File: src/rtl/fetch_unit.sv
// Instruction fetch stage: drives the instruction-memory request, keeps the PC,
// parks one acknowledged instruction in a skid buffer while decode is stalled,
// and presents the IF/ID register to the rest of the pipeline.
module fetch_unit #(
    parameter logic [31:0] RESET_PC  = 32'h0000_0000,
    parameter logic [31:0] NOP_INSTR = 32'h0000_0013
) (
    input  logic        clk_i,
    input  logic        rst_i,
    input  logic        start_i,
    output logic        imem_req_o,
    output logic [31:0] imem_addr_o,
    input  logic        imem_ack_i,
    input  logic [31:0] imem_rdata_i,
    input  logic        stall_i,
    input  logic        flush_i,
    input  logic        branch_taken_i,
    input  logic [31:0] branch_target_i,
    output logic [31:0] instr_o,
    output logic [31:0] pc_o,
    output logic [6:0]  op_o,
    output logic        valid_o
);

    typedef enum logic [1:0] {
        IDLE,
        FETCH,
        HOLD
    } state_t;

    state_t      state;
    logic [31:0] pc;
    logic [31:0] skid_instr;
    logic [31:0] skid_pc;
    logic [31:0] instr_q;
    logic [31:0] pc_q;
    logic        valid_q;

    logic [31:0] fetch_addr;
    logic [31:0] target_addr;

    // Word-aligned views of the PC and of the redirect target
    assign fetch_addr  = pc & 32'hFFFF_FFFC;
    assign target_addr = branch_target_i & 32'hFFFF_FFFC;

    // Outputs decoded from registered state
    assign imem_req_o  = (state == FETCH);
    assign imem_addr_o = fetch_addr;
    assign instr_o     = instr_q;
    assign pc_o        = pc_q;
    assign valid_o     = valid_q;
    assign op_o        = instr_q[6:0];

    // Fetch FSM, PC, skid buffer and IF/ID register
    always_ff @(posedge clk_i) begin
        if (rst_i) begin
            state      <= IDLE;
            pc         <= RESET_PC;
            skid_instr <= '0;
            skid_pc    <= '0;
            instr_q    <= NOP_INSTR;
            pc_q       <= '0;
            valid_q    <= 1'b0;
        end else begin
            case (state)
                IDLE: begin
                    if (start_i) begin
                        state <= FETCH;
                    end
                end

                FETCH: begin
                    if (branch_taken_i) begin
                        pc      <= target_addr;
                        instr_q <= NOP_INSTR;
                        pc_q    <= fetch_addr;
                        valid_q <= 1'b0;
                    end else if (flush_i) begin
                        instr_q <= NOP_INSTR;
                        pc_q    <= fetch_addr;
                        valid_q <= 1'b0;
                    end else if (stall_i) begin
                        // Decode cannot take the word: park it and stop requesting
                        if (imem_ack_i) begin
                            skid_instr <= imem_rdata_i;
                            skid_pc    <= fetch_addr;
                            pc         <= fetch_addr + 32'd4;
                            state      <= HOLD;
                        end
                    end else if (imem_ack_i) begin
                        instr_q <= imem_rdata_i;
                        pc_q    <= fetch_addr;
                        valid_q <= 1'b1;
                        pc      <= fetch_addr + 32'd4;
                    end else begin
                        instr_q <= NOP_INSTR;
                        pc_q    <= fetch_addr;
                        valid_q <= 1'b0;
                    end
                end

                HOLD: begin
                    if (branch_taken_i || flush_i) begin
                        // Parked word is younger than IF/ID, so it is squashed as well
                        if (branch_taken_i) begin
                            pc <= target_addr;
                        end
                        skid_instr <= '0;
                        skid_pc    <= '0;
                        instr_q    <= NOP_INSTR;
                        pc_q       <= fetch_addr;
                        valid_q    <= 1'b0;
                        state      <= FETCH;
                    end else if (!stall_i) begin
                        instr_q <= skid_instr;
                        pc_q    <= skid_pc;
                        valid_q <= 1'b1;
                        state   <= FETCH;
                    end
                end

                default: begin
                    state <= IDLE;
                end
            endcase
        end
    end

endmodule

File: config.mk
export PLATFORM = sky130hd
export DESIGN_NAME = fetch_unit
export DESIGN_NICKNAME = d
export VERILOG_FILES = /design/src/rtl/fetch_unit.sv
export SDC_FILE = /design/constraint.sdc
export NUM_CORES = 1
export LEC_CHECK = 0
export ABC_AREA = 1
export CORE_ASPECT_RATIO = 0.7
export CORE_MARGIN = 2
export CORE_UTILIZATION = 54
export CTS_CLUSTER_SIZE = 14
export DETAILED_ROUTE_END_ITERATION = 8
export PLACE_DENSITY = 0.87
export SYNTH_ARGS = -nofsm -noshare
export SYNTH_HDL_FRONTEND = slang
export SYNTH_SLANG_ARGS = --single-unit
File: constraint.sdc
create_clock -name clk_i -period 3.25 [get_ports clk_i]
set_input_delay 0.325 -clock clk_i [delete_from_list [all_inputs] [get_ports clk_i]]
set_output_delay 0.325 -clock clk_i [all_outputs]
set_load 0.02 [all_outputs]
==> run_results.csv <==
group,metric,value,unit
clock_tree,cts_buffers,17,
finish,register_area,3140,µm²
clock_tree,cts.sinks,157,
floorplanning,rows,35,
placed_design,dp_hpwl,13.7,mm
worst_setup_path,crit_chain,"inv_1 > ha_1 > inv_2 > nand2_1 > inv_2 > nand2_1 > o221ai_1 > nand3_1",
routing,dr.pass1.iters,5,
logic_synthesis,postSynthAreaPerCell,7.17,µm²
clock_tree,clk_pin_slew,0.07,ns
grt,antenna_found_initial,0,
placed_design,place.gp.congestion,0.953,
clock_tree,post_cts.repair.setup_buffers,0,
worst_setup_path,slowest_delay,0.53,ns
routing,drt_wl_total,21.1,mm
logic_synthesis,synthCells,1038,
finish,drive_gt1_share,6.15,%
worst_setup_path,start_kind,"flip-flop",
power,p_per_area,1030,nW/µm²
floorplanning,coreArea,13300,µm²
routing,detail_route.vias_per_cell,5.60,
worst_setup_path,worstSetupEndpointType,"flip-flop",
grt,track_usage,28.8,%
grt,grt_pass1_wl,33.9,mm
timing,setup_viol,0,
finish,area_growth_syn_to_layout,29.4,%
flow_run,maxCapViolations,0,
logic_synthesis,netlist_area,7440,µm²
placed_design,portBuffers,169,
routing,drtIter0Drc,755,
floorplanning,ios,176,
clock_tree,clock_latency,0.42,ns
routing,drc,0,
timing,post-route-period-util,71.5,%
timing,fin_skew,0.00740,ns
timing,finalHoldViolations,0,
timing,worst_pin_slew,0.868,ns
power,finalPower,9.90,mW
worst_setup_path,cp_max_fo,40,
worst_setup_path,cp.required,3.55,ns
routing,dr_total_vias,7591,
logic_synthesis,ys_ff_latch,157,
finish,multiInputGateArea,3620,µm²
clock_tree,cts_root_buf,"clkbuf_16",
floorplanning,dieArea,14800,µm²
timing,drv_slew,0,
worst_setup_path,critPathKind,"flip-flop to flip-flop",
logic_synthesis,ys_warn_count,0,
floorplanning,start_util,55.9,%
floorplanning,die_y,102,µm
status,outcome,"finished clean",
finish,layout.nets,1232,
grt,grt_overflow,0,
grt,grt_max_degree,83,
clock_tree,cts-resized-gates,0,
timing,layout_min_cycle_time,2.33,ns
timing,setup_tns,0,ns
routing,wl_per_cell,15.5,µm
logic_synthesis,synth_cell_type_count,37,
clock_tree,cts_max_path_buffers,2,
clock_tree,tritoncts,"built",
timing,rsz0062_at_grt,"no",
finish,num_antenna_cells,0,
worst_setup_path,slowest_stage,"inv_2",
worst_setup_path,critPathArrivalTime,2.62,ns
finish,fill_cells,1074,
routing,drtAntennaViolNets,0,
clock_tree,cts_hold_buf,0,
floorplanning,die_x,144,µm
timing,fmax,430,MHz
power,vdd_drop_max,670,µV
power,p_leak,3.52,nW
logic_synthesis,synth-seq-area-share,42.2,%
timing,slew_headroom,42.0,%
worst_hold_path,hp-class,"flip-flop to flip-flop",
clock_tree,cts-htree-levels,4,
grt,grt_pass1_vias,6788,
placed cells by master, fill, tap and decap left out, types with 2 or more instances in the layout:
| cell type | count |
|---|---|
| inv_8 | 2 |
| nand3b_1 | 8 |
| nor3_1 | 2 |
| o21ai_0 | 94 |
| nor2_1 | 79 |
| or2_2 | 2 |
| buf_12 | 2 |
| conb_1 | 4 |
| buf_4 | 12 |
| o221ai_1 | 3 |
| clkinv_4 | 2 |
| a21oi_1 | 103 |
| a31oi_1 | 60 |
| a211oi_1 | 21 |
| nand2_1 | 253 |
| nor2_4 | 2 |
| clkinvlp_4 | 4 |
| clkbuf_16 | 17 |
| o21ai_1 | 18 |
| dfxtp_1 | 157 |
| xor2_1 | 10 |
| inv_6 | 4 |
| inv_1 | 56 |
| inv_2 | 5 |
| clkdlybuf4s50_1 | 168 |
| nand3_1 | 51 |
| ha_1 | 4 |
| o211a_1 | 2 |
| a211oi_2 | 11 |
power by group:
part / internal, mW / switching [mW]
combinational: 1.82 / 3.00
clock: 1.08 / 0.885
sequential: 2.57 / 0.544
total: 5.47 / 4.43
stage by stage:
stage	cell area, µm²	cells	util, %	setup WS (ns)	hold slack (ns)
finish	9630	1355	72.3	0.925	0.453
global route	9630	1355	72.3	0.723	0.468
CTS	9630	1355	72.3	0.975	0.454
detailed placement	9050	1323	68.0	0.912	0.443
global placement	9050	1323	68.0	0.984	0.440
floorplan	7450	1041	-	1.55	0.430
critical path: cells and delay by family (launching register included):
kind                       cells  cell delay (ns)
adders and majority gates      1             0.30
buffers and inverters          3             0.82
DFF                            1             0.34
AOI/OAI and AO/OA              1             0.23
and+or+nand+nor                3             0.48
per-layer routing:
layer	vias to the layer above	share of wire (%)	track usage (%)
met5	-	0	0
met4	0	2.4	10.4
met3	50	9.3	6.42
met2	334	42	41.7
met1	3473	47	42.3
li1	3734	-	-
flip-flops by register name (all words and copies together), names as in the netlist:
signal,flops
skid_pc,30
skid_instr,32
valid_o,1
pc_o,30
instr_o,32
pc,30
state,2
cell usage after synthesis (all sizes together):
cell / n / share of area, %
a211oi: 32 / 4.0
a21oi: 104 / 7.0
a31oi: 60 / 5.0
buf: 45 / 4.0
clkbuf: 41 / 2.2
clkinv: 1 / 0.050
conb: 1 / 0.050
dfxtp: 157 / 42
ha: 4 / 0.67
inv: 61 / 3.1
nand2: 255 / 13
nand3: 51 / 3.4
nand3b: 8 / 0.81
nand4: 1 / 0.084
nor2: 82 / 4.4
nor3: 2 / 0.13
o211a: 2 / 0.27
o211ai: 1 / 0.10
o21ai: 113 / 7.6
o221ai: 3 / 0.35
o22ai: 1 / 0.084
or2: 2 / 0.17
xnor2: 1 / 0.12
xor2: 10 / 1.2
path summary, 6_finish.rpt:
path / startpoint / to / slack (ns) / cells past startpoint
worst max-delay path: state[0] / instr_o[4] / 0.92 / 8
worst max register to register: state[0] / instr_o[4] / 0.92 / 8
worst min-delay path: skid_pc[3] / skid_pc[3] / 0.45 / 2
worst min register to register: skid_pc[3] / skid_pc[3] / 0.45 / 2
logic make-up after synthesis:
family          after synthesis  share of synthesized area [%]
simple gates                401                           22.0
compound gates              316                           24.5
flops                       157                           42.2
buf+inv                     148                           9.25
xor+xnor                     11                           1.29
fa+ha+maj                     4                          0.673
other cells                   1                         0.0504
final cells by class:
type,instances,share of cell area (%)
Clock buffer,17,4.42
Clock inverter,15,1.62
Inverter,62,2.42
Multi-Input combinational cell,736,37.6
Sequential cell,157,32.6
Tap cell,185,2.40
Timing Repair Buffer,183,18.9
(Power assumes the default switching activity.)
